`config.mk`:
```
export PLATFORM = sky130hd
export DESIGN_NAME = glitch_sweep_ctrl_flat
export DESIGN_NICKNAME = d
export VERILOG_FILES = /design/src/rtl/glitch_sweep_if.sv /design/src/rtl/glitch_sweep_ctrl.sv /design/src/flat_wrapper.sv
export SDC_FILE = /design/constraint.sdc
export NUM_CORES = 1
export LEC_CHECK = 0
export ABC_AREA = 1
export CAP_MARGIN = 20
export CORE_MARGIN = 2
export CORE_UTILIZATION = 58
export DETAILED_ROUTE_END_ITERATION = 8
export PLACE_DENSITY = 0.95
export SLEW_MARGIN = 20
export SYNTH_ARGS = -nofsm -noshare
export SYNTH_HDL_FRONTEND = slang
export SYNTH_SLANG_ARGS = --single-unit
```
`constraint.sdc`:
```
create_clock -name clk -period 11.1 [get_ports clk]
set_input_delay 2.22 -clock clk [delete_from_list [all_inputs] [get_ports clk]]
set_output_delay 2.22 -clock clk [all_outputs]
set_load 0.05 [all_outputs]
```
`src/rtl/glitch_sweep_if.sv`:
```
// Host/target-facing signal bundle of the glitch delay-sweep sequencer.
// The master side drives commands, config and trigger; the slave side is the sequencer.
interface glitch_sweep_if;
    logic        start;
    logic        abort;
    logic [31:0] cfg_delay_start;
    logic [31:0] cfg_delay_end;
    logic [31:0] cfg_delay_step;
    logic [15:0] cfg_repeats;
    logic        trigger;
    logic [31:0] delay_cycles;
    logic        set_delay;
    logic        arm;
    logic        target_rst;
    logic        busy;
    logic        attempt_valid;
    logic [31:0] attempt_delay;
    logic        attempt_timeout;
    logic        done;

    modport master (
        output start, abort, cfg_delay_start, cfg_delay_end, cfg_delay_step, cfg_repeats, trigger,
        input  delay_cycles, set_delay, arm, target_rst, busy,
               attempt_valid, attempt_delay, attempt_timeout, done
    );

    modport slave (
        input  start, abort, cfg_delay_start, cfg_delay_end, cfg_delay_step, cfg_repeats, trigger,
        output delay_cycles, set_delay, arm, target_rst, busy,
               attempt_valid, attempt_delay, attempt_timeout, done
    );
endinterface

```
`src/rtl/glitch_sweep_ctrl.sv`:
```
// Delay-sweep sequencer: per attempt it loads a delay, resets the target, arms for the
// trigger, waits out the glitch window and cooldown, reports, then steps the delay.
module glitch_sweep_ctrl #(
    parameter int RST_CYCLES      = 48,
    parameter int TIMEOUT_CYCLES  = 480000,
    parameter int GLITCH_WAIT     = 64,
    parameter int COOLDOWN_CYCLES = 4800
) (
    input  logic          clk,
    input  logic          rst,
    glitch_sweep_if.slave bus
);
    typedef enum logic [2:0] {IDLE, LOAD, TRST, ARM, GWAIT, COOL, NEXT, DONE} state_t;

    // Timed states count 0..N-1 and leave on the last count, so each lasts exactly N cycles.
    localparam logic [31:0] RST_LAST     = 32'(RST_CYCLES - 1);
    localparam logic [31:0] TIMEOUT_LAST = 32'(TIMEOUT_CYCLES - 1);
    localparam logic [31:0] GLITCH_LAST  = 32'(GLITCH_WAIT - 1);
    localparam logic [31:0] COOL_LAST    = 32'(COOLDOWN_CYCLES - 1);

    state_t      state_q, state_d;
    logic [31:0] cnt_q;
    logic [31:0] cur_delay_q;
    logic [31:0] end_q;
    logic [31:0] step_q;
    logic [15:0] reps_q;
    logic [15:0] rep_cnt_q;
    logic        timeout_q;

    logic [32:0] next_sum;
    logic [16:0] reps_eff;
    logic        more_reps;
    logic        sweep_last;
    logic        timed;

    // The 33-bit sum exposes the carry so a wrapping step ends the sweep instead of restarting low.
    assign next_sum   = {1'b0, cur_delay_q} + {1'b0, step_q};
    assign reps_eff   = (reps_q == 16'd0) ? 17'd1 : {1'b0, reps_q};
    assign more_reps  = ({1'b0, rep_cnt_q} + 17'd1) < reps_eff;
    assign sweep_last = (step_q == 32'd0) || next_sum[32] || (next_sum[31:0] > end_q);
    assign timed      = (state_q == TRST) || (state_q == ARM) || (state_q == GWAIT) || (state_q == COOL);

    // NOTE: sequential state is written with non-blocking assignments so every register
    // samples the pre-edge values of its neighbours, independent of statement order.
    always_ff @(posedge clk) begin
        if (rst) state_q <= IDLE;
        else     state_q <= state_d;
    end

    // NOTE: every variable driven here gets a default first, so no path leaves it
    // unassigned and no latch is inferred.
    always_comb begin
        state_d = state_q;
        case (state_q)
            IDLE:  if (bus.start && !bus.abort)
                       state_d = (bus.cfg_delay_start > bus.cfg_delay_end) ? DONE : LOAD;
            LOAD:  state_d = TRST;
            TRST:  if (cnt_q == RST_LAST) state_d = ARM;
            ARM:   if (bus.trigger)                state_d = GWAIT;
                   else if (cnt_q == TIMEOUT_LAST) state_d = COOL;
            GWAIT: if (cnt_q == GLITCH_LAST) state_d = COOL;
            COOL:  if (cnt_q == COOL_LAST) state_d = NEXT;
            NEXT:  state_d = (more_reps || !sweep_last) ? LOAD : DONE;
            DONE:  state_d = IDLE;
            default: state_d = IDLE;
        endcase
        if (bus.abort && (state_q != IDLE)) state_d = IDLE;
    end

    always_ff @(posedge clk) begin
        if (rst) begin
            cnt_q       <= '0;
            cur_delay_q <= '0;
            end_q       <= '0;
            step_q      <= '0;
            reps_q      <= '0;
            rep_cnt_q   <= '0;
            timeout_q   <= 1'b0;
        end else begin
            if (state_d != state_q) cnt_q <= '0;
            else if (timed)         cnt_q <= cnt_q + 32'd1;

            case (state_q)
                IDLE: if (bus.start && !bus.abort) begin
                    cur_delay_q <= bus.cfg_delay_start;
                    end_q       <= bus.cfg_delay_end;
                    step_q      <= bus.cfg_delay_step;
                    reps_q      <= bus.cfg_repeats;
                    rep_cnt_q   <= '0;
                end
                ARM: begin
                    if (bus.trigger)                timeout_q <= 1'b0;
                    else if (cnt_q == TIMEOUT_LAST) timeout_q <= 1'b1;
                end
                // An abort here still reports the attempt but must not move delay_cycles.
                NEXT: if (!bus.abort) begin
                    if (more_reps) begin
                        rep_cnt_q <= rep_cnt_q + 16'd1;
                    end else begin
                        rep_cnt_q <= '0;
                        if (!sweep_last) cur_delay_q <= next_sum[31:0];
                    end
                end
                default: ;
            endcase
        end
    end

    always_comb begin
        bus.delay_cycles    = cur_delay_q;
        bus.set_delay       = 1'b0;
        bus.target_rst      = 1'b0;
        bus.arm             = 1'b0;
        bus.attempt_valid   = 1'b0;
        bus.attempt_delay   = '0;
        bus.attempt_timeout = 1'b0;
        bus.done            = 1'b0;
        bus.busy            = (state_q != IDLE) && (state_q != DONE);
        case (state_q)
            LOAD: bus.set_delay  = 1'b1;
            TRST: bus.target_rst = 1'b1;
            ARM:  bus.arm        = 1'b1;
            NEXT: begin
                bus.attempt_valid   = 1'b1;
                bus.attempt_delay   = cur_delay_q;
                bus.attempt_timeout = timeout_q;
            end
            DONE: bus.done = 1'b1;
            default: ;
        endcase
    end
endmodule

```
`src/flat_wrapper.sv`:
```
// flat-port wrapper written by rule: the top's interface ports become plain ports
module glitch_sweep_ctrl_flat 
#(
    parameter int RST_CYCLES      = 48,
    parameter int TIMEOUT_CYCLES  = 480000,
    parameter int GLITCH_WAIT     = 64,
    parameter int COOLDOWN_CYCLES = 4800
)
  (clk, rst, bus_start, bus_abort, bus_cfg_delay_start, bus_cfg_delay_end, bus_cfg_delay_step, bus_cfg_repeats, bus_trigger, bus_delay_cycles, bus_set_delay, bus_arm, bus_target_rst, bus_busy, bus_attempt_valid, bus_attempt_delay, bus_attempt_timeout, bus_done);
  glitch_sweep_if bus_i ();
  input  logic clk;
  input  logic rst;
  input wire logic [$bits(bus_i.start)-1:0] bus_start;
  input wire logic [$bits(bus_i.abort)-1:0] bus_abort;
  input wire logic [$bits(bus_i.cfg_delay_start)-1:0] bus_cfg_delay_start;
  input wire logic [$bits(bus_i.cfg_delay_end)-1:0] bus_cfg_delay_end;
  input wire logic [$bits(bus_i.cfg_delay_step)-1:0] bus_cfg_delay_step;
  input wire logic [$bits(bus_i.cfg_repeats)-1:0] bus_cfg_repeats;
  input wire logic [$bits(bus_i.trigger)-1:0] bus_trigger;
  output wire logic [$bits(bus_i.delay_cycles)-1:0] bus_delay_cycles;
  output wire logic [$bits(bus_i.set_delay)-1:0] bus_set_delay;
  output wire logic [$bits(bus_i.arm)-1:0] bus_arm;
  output wire logic [$bits(bus_i.target_rst)-1:0] bus_target_rst;
  output wire logic [$bits(bus_i.busy)-1:0] bus_busy;
  output wire logic [$bits(bus_i.attempt_valid)-1:0] bus_attempt_valid;
  output wire logic [$bits(bus_i.attempt_delay)-1:0] bus_attempt_delay;
  output wire logic [$bits(bus_i.attempt_timeout)-1:0] bus_attempt_timeout;
  output wire logic [$bits(bus_i.done)-1:0] bus_done;
  assign bus_i.start = bus_start;
  assign bus_i.abort = bus_abort;
  assign bus_i.cfg_delay_start = bus_cfg_delay_start;
  assign bus_i.cfg_delay_end = bus_cfg_delay_end;
  assign bus_i.cfg_delay_step = bus_cfg_delay_step;
  assign bus_i.cfg_repeats = bus_cfg_repeats;
  assign bus_i.trigger = bus_trigger;
  assign bus_delay_cycles = bus_i.delay_cycles;
  assign bus_set_delay = bus_i.set_delay;
  assign bus_arm = bus_i.arm;
  assign bus_target_rst = bus_i.target_rst;
  assign bus_busy = bus_i.busy;
  assign bus_attempt_valid = bus_i.attempt_valid;
  assign bus_attempt_delay = bus_i.attempt_delay;
  assign bus_attempt_timeout = bus_i.attempt_timeout;
  assign bus_done = bus_i.done;
  glitch_sweep_ctrl #(.RST_CYCLES(RST_CYCLES), .TIMEOUT_CYCLES(TIMEOUT_CYCLES), .GLITCH_WAIT(GLITCH_WAIT), .COOLDOWN_CYCLES(COOLDOWN_CYCLES)) u_core (.clk(clk), .rst(rst), .bus(bus_i));
endmodule
```
==> results.json, run 1 <==
{
  "tightest_slew_ns": 0.963,
  "cp_max_fo": 39,
  "initial_core_util": 0.589,
  "avgSynthCellArea_um2": 6.62,
  "finalCriticalPeriod_ns": 5.62,
  "cts_tree": "yes",
  "hp-class": "flop to flop",
  "p_leak_nw": 6.41,
  "power.density_nw_per_um2": 130,
  "first_pass_iters": 5,
  "finalNonFillerCells": 2164,
  "grt_use_total": 0.331,
  "cap_viol_max_count": 0,
  "cp-end-kind": "output pin",
  "drt-initial-drc-count": 1141,
  "placed_area_um2": 13400,
  "yosys-top-cells-count": "nand2_1, nor2_1, inv_1, dfxtp_1, a21oi_1",
  "dieArea_um2": 20800,
  "dp_hpwl_mm": 26.1,
  "synth_nets": 1956,
  "fin_area_um2": 14100,
  "cts-root-buf": "clkbuf_16",
  "cts.hold.buffers_added": 0,
  "post_cts_buffers": 0,
  "cts.sinks": 164,
  "syn_inst": 1725,
  "peakVddDrop_mv": 0.101,
  "drc_errors": 0,
  "pre_cts_slack_ns": 5.41,
  "cts-resized-gates": 0,
  "crit_type": "flop to output pin",
  "skew_ns": 0.0134,
  "dp_cells": 2130,
  "slew_headroom": 0.358,
  "antenna_found_initial": 2,
  "yosysSeqAreaShare": 0.288,
  "synth_top_area_frac": 0.288,
  "globalRouteOverflowTotal": 0,
  "dr_total_vias": 12100,
  "yosysMostFrequentCell": "nand2_1",
  "final_util": 0.727,
  "num_rows": 51,
  "rsz0062_at_grt": "false",
  "cts_buffers": 17,
  "routed_wirelength_mm": 34.5,
  "outcome": "completed",
  "critPathRequiredTime_ns": 8.88,
  "fin_tns_setup_ns": 0,
  "area_growth_pct": 23.5,
  "drive_above_1_share": 0.0395,
  "ant_nets": 0,
  "period_share": 0.506,
  "synth-seq-cells": 164,
  "synth.distinct_cells": 47,
  "die_h_um": 144,
  "synth.area.top_cells": "dfxtp_1, ha_1, nand2_1",
  "num_io_pins": 188,
  "fmax_mhz": 178,
  "clk_latency_ns": 0.44,
  "grt_first_pass_wirelength_mm": 54.7,
  "io_buffer_count": 187,
  "cp.arrival_ns": 3.40,
  "nNetsFinal": 2115,
  "cts_max_level": 4,
  "routed_via_density": 5.58,
  "syn_area_um2": 11400,
  "grt_pass1_vias": 11500,
  "report.final.slew_viol_count": 0,
  "clk_pin_slew_worst_paths_ns": 0.07,
  "grt_max_degree": 131,
  "yosysTopAreaCell": "dfxtp_1",
  "ys.flop_type": "dfxtp_1",
  "hold_viol": 0,
  "wl_per_cell_um": 16.0,
  "clock_path_buffers": 2,
  "coreArea_um2": 19400,
  "ys_warn_count": 0,
  "setup_violations": 0,
  "async_flop_share": 0,
  "die_x_um": 144,
  "startpoint_type": "flop",
  "fin_ws_ns": 5.48,
  "gp_congestion": 0.992,
  "synth_edf_count": 0
}
## metal layers
| layer | GRT usage | wire length, µm | vias up |
|---|---|---|---|
| li1 | - | - | 5866 |
| met1 | 0.404 | 14000 | 5566 |
| met2 | 0.568 | 16700 | 538 |
| met3 | 0.0629 | 2450 | 99 |
| met4 | 0.145 | 1320 | 0 |
| met5 | 0 | 0 | - |
## path summary, 6_finish.rpt
path                         startpoint                           to  slack, ns  cells after the start
min                     u_core.end_q[7]              u_core.end_q[7]       0.47                      2
max                   u_core.state_q[2]         bus_attempt_delay[1]       5.48                      7
max reg2reg  u_core.bus.delay_cycles[8]  u_core.bus.delay_cycles[29]       6.08                     26
min reg2reg             u_core.end_q[7]              u_core.end_q[7]       0.47                      2
## logic make-up (layout without fill, tap and decap cells)
| logic type | after synthesis | after routing | synth area share |
|---|---|---|---|
| simple gates | 755 | 755 | 0.282 |
| compound gates | 316 | 316 | 0.144 |
| buf+inv | 300 | 472 | 0.102 |
| flops | 164 | 164 | 0.288 |
| fa+ha+maj | 114 | 114 | 0.126 |
| xor+xnor | 70 | 70 | 0.0537 |
| mux | 6 | 6 | 0.00526 |
| other cells | 0 | 2 | 0 |
## state kept, by name (all words and copies together) (netlist names)
signal,cells
u_core.rep_cnt_q,16
u_core.step_q,32
u_core.cnt_q,32
u_core.end_q,32
u_core.state_q,3
u_core.bus.delay_cycles,32
u_core.reps_q,16
u_core.timeout_q,1
## layout by cell type, fill, tap and decap left out, types with 5 or more instances in the layout
cell	Yosys	final
nor3_1	19	19
inv_2	5	7
nor2_1	261	261
a21oi_1	159	159
ha_1	113	113
nand3_2	4	5
bufinv_16	0	5
nor2_2	5	5
nor4_1	16	16
o21ai_0	130	130
xor2_1	59	59
dfxtp_1	164	164
nand2_2	5	5
o21ai_1	6	6
inv_1	242	240
nand4_1	25	25
clkbuf_16	0	17
xnor2_1	11	11
clkdlybuf4s50_1	0	187
nand2_1	350	350
nor2_4	5	5
nand3_1	46	44
a21o_1	5	5
mux2i_1	6	6
## worst max-delay path: stages, from the launching register on
cell and delay (ns):
dfxtp_1 0.54, inv_2 0.16, nor3_4 0.18, buf_4 0.33, inv_2 0.33, buf_4 0.38, nor2_1 0.19, clkdlybuf4s50_1 0.83
## per-stage QoR
stage / hold slack (ns) / power [mW]
2_1_floorplan: 0.435 / 0.994
3_3_place_gp: 0.451 / 1.14
3_5_place_dp: 0.461 / 1.16
4_1_cts: 0.471 / 1.82
5_1_grt: 0.485 / 1.91
6_report: 0.470 / 1.83
## cell type report
cell class | instances | area (µm²)
fillers | 1529 | 5300
clock inverters | 13 | 219
flip-flops and latches | 164 | 3280
well taps | 265 | 332
multi-input cells | 1261 | 6990
inverters | 248 | 931
repair buffers | 192 | 1910
diodes | 2 | 5.00
clock buffers | 19 | 433
## power breakdown
part / switching (mW) / internal, mW
logic: 0.312 / 0.187
registers: 0.0295 / 0.627
clock network: 0.268 / 0.404
total: 0.610 / 1.22
No activity file was read; power rests on OpenSTA's default activity.
==> inputs of run 2 (changes only) <==
--- a/config.mk
+++ b/config.mk
@@ -8,9 +8,9 @@
 export ABC_AREA = 1
 export CAP_MARGIN = 20
 export CORE_MARGIN = 2
-export CORE_UTILIZATION = 58
+export CORE_UTILIZATION = 55
 export DETAILED_ROUTE_END_ITERATION = 8
-export PLACE_DENSITY = 0.95
+export PLACE_DENSITY = 0.91
 export SLEW_MARGIN = 20
 export SYNTH_ARGS = -nofsm -noshare
 export SYNTH_HDL_FRONTEND = slang
==> constraint.sdc (replaced) <==
create_clock -name clk -period 5.9 [get_ports clk]
set_input_delay 1.18 -clock clk [delete_from_list [all_inputs] [get_ports clk]]
set_output_delay 1.18 -clock clk [all_outputs]
set_load 0.05 [all_outputs]
==> results.json, run 2 (same netlist as run 1, synthesis figures left out) <==
{
  "outcome": "completed",
  "cts.sinks": 164,
  "final_util": 0.692,
  "grt_max_degree": 99,
  "wl_per_cell_um": 15.7,
  "clk_latency_ns": 0.45,
  "coreArea_um2": 20300,
  "antenna_found_initial": 4,
  "routed_wirelength_mm": 34.1,
  "num_io_pins": 188,
  "cts_buffers": 17,
  "peakVddDrop_mv": 0.243,
  "cts_max_level": 4,
  "io_buffer_count": 187,
  "fin_tns_setup_ns": 0,
  "grt_use_total": 0.309,
  "power.density_nw_per_um2": 234,
  "cp.arrival_ns": 5.17,
  "fmax_mhz": 207,
  "num_rows": 52,
  "dr_total_vias": 11900,
  "layout_commonest_cell": "nand2_1",
  "dieArea_um2": 21900,
  "cts.hold.buffers_added": 0,
  "report.final.slew_viol_count": 0,
  "clock_path_buffers": 2,
  "die_x_um": 148,
  "first_pass_iters": 5,
  "clk_pin_slew_worst_paths_ns": 0.08,
  "p_leak_nw": 6.38,
  "nNetsFinal": 2117,
  "skew_ns": 0.0147,
  "grt_first_pass_wirelength_mm": 54.9,
  "setup_violations": 0,
  "drt-initial-drc-count": 1080,
  "cap_viol_max_count": 0,
  "initial_core_util": 0.562,
  "rsz0062_at_grt": "false",
  "die_h_um": 148,
  "drc_errors": 0,
  "grt_pass1_vias": 11500,
  "final_cell_mix": "nand2_1, nor2_1, inv_1",
  "dp_hpwl_mm": 26.5,
  "crit_type": "flop to flop",
  "fin_hold_ws_ns": 0.461,
  "tightest_slew_ns": 0.943,
  "hold_viol": 0,
  "cts-root-buf": "clkbuf_16",
  "area_growth_pct": 23.0,
  "hp-class": "flop to flop",
  "cts_tree": "yes",
  "critPathRequiredTime_ns": 6.23,
  "slew_headroom": 0.370,
  "globalRouteOverflowTotal": 0,
  "routed_via_density": 5.47,
  "pre_cts_slack_ns": 1.25,
  "cp-end-kind": "flop",
  "gp_congestion": 1.00,
  "drive_above_1_share": 0.0405,
  "post_cts_buffers": 0,
  "cp_max_fo": 38,
  "cts-resized-gates": 0,
  "period_share": 0.820,
  "ant_nets": 0,
  "fin_ws_ns": 1.06,
  "finalCriticalPeriod_ns": 4.84,
  "startpoint_type": "flop"
}
[run 2: cell types whose count changed in the layout (fill, tap and decap cells not counted), moves of 2 or more]
cell / before / now
bufinv_16: 5 / 1
buf_4: 4 / 7
inv_6: 2 / 5
clkbuf_1: 2 / 0
clkinvlp_4: 2 / 4
diode_2: 2 / 4
[run 2: layer usage]
metal,global-route usage,vias to the layer above,part of all wire
li1,-,5879,-
met1,0.381,5450,0.42
met2,0.533,455,0.47
met3,0.0475,99,0.069
met4,0.139,0,0.039
met5,0,-,0
[run 2: report_power, final]
part,total [mW],switching [mW],internal [mW]
clock,1.11,0.514,0.592
sequential,1.23,0.0542,1.18
combinational,0.950,0.597,0.353
total,3.29,1.17,2.12
[run 2: worst max-delay path, stage by stage, from the launching register on]
cell	delay (ns)
dfxtp_1	0.34
ha_1	0.39
a21oi_1	0.26
o21ai_0	0.12
a21oi_1	0.15
o21ai_0	0.24
nand2_1	0.13
nand2_1	0.13
a21oi_1	0.20
xor2_1	0.28
inv_1	0.08
ha_1	0.29
nand2_1	0.08
nor2_1	0.17
nand4_1	0.11
nor2_1	0.13
nand2_1	0.07
nand2_1	0.05
nand2_1	0.05
nand2_1	0.08
nand2_1	0.07
nand2_2	0.55
inv_2	0.40
o21ai_0	0.27
nor2_1	0.07
[run 2: worst paths after layout]
| path | start | end | slack (ns) | depth (start not counted) |
|---|---|---|---|---|
| hold reg to reg | u_core.end_q[24] | u_core.end_q[24] | 0.46 | 2 |
| setup / recovery | u_core.bus.delay_cycles[6] | u_core.bus.delay_cycles[26] | 1.06 | 24 |
| hold / removal | u_core.end_q[24] | u_core.end_q[24] | 0.46 | 2 |
| setup reg to reg | u_core.bus.delay_cycles[6] | u_core.bus.delay_cycles[26] | 1.06 | 24 |
[run 2: per-stage QoR]
stage / std cells / area, µm² / total power, mW
floorplan: 1725 / 11400 / 1.87
CTS: 2169 / 14000 / 3.27
global placement: 2137 / 13500 / 2.15
finish: 2173 / 14000 / 3.29
detailed placement: 2137 / 13500 / 2.18
global route: 2173 / 14000 / 3.44
[run 2: cell type report]
type	count	area (µm²)
Antenna cell	4	10.0
Clock buffer	17	425
Clock inverter	15	145
Fill cell	1736	6260
Inverter	248	931
Multi-Input combinational cell	1261	6980
Sequential cell	164	3280
Tap cell	270	338
Timing Repair Buffer	194	1920
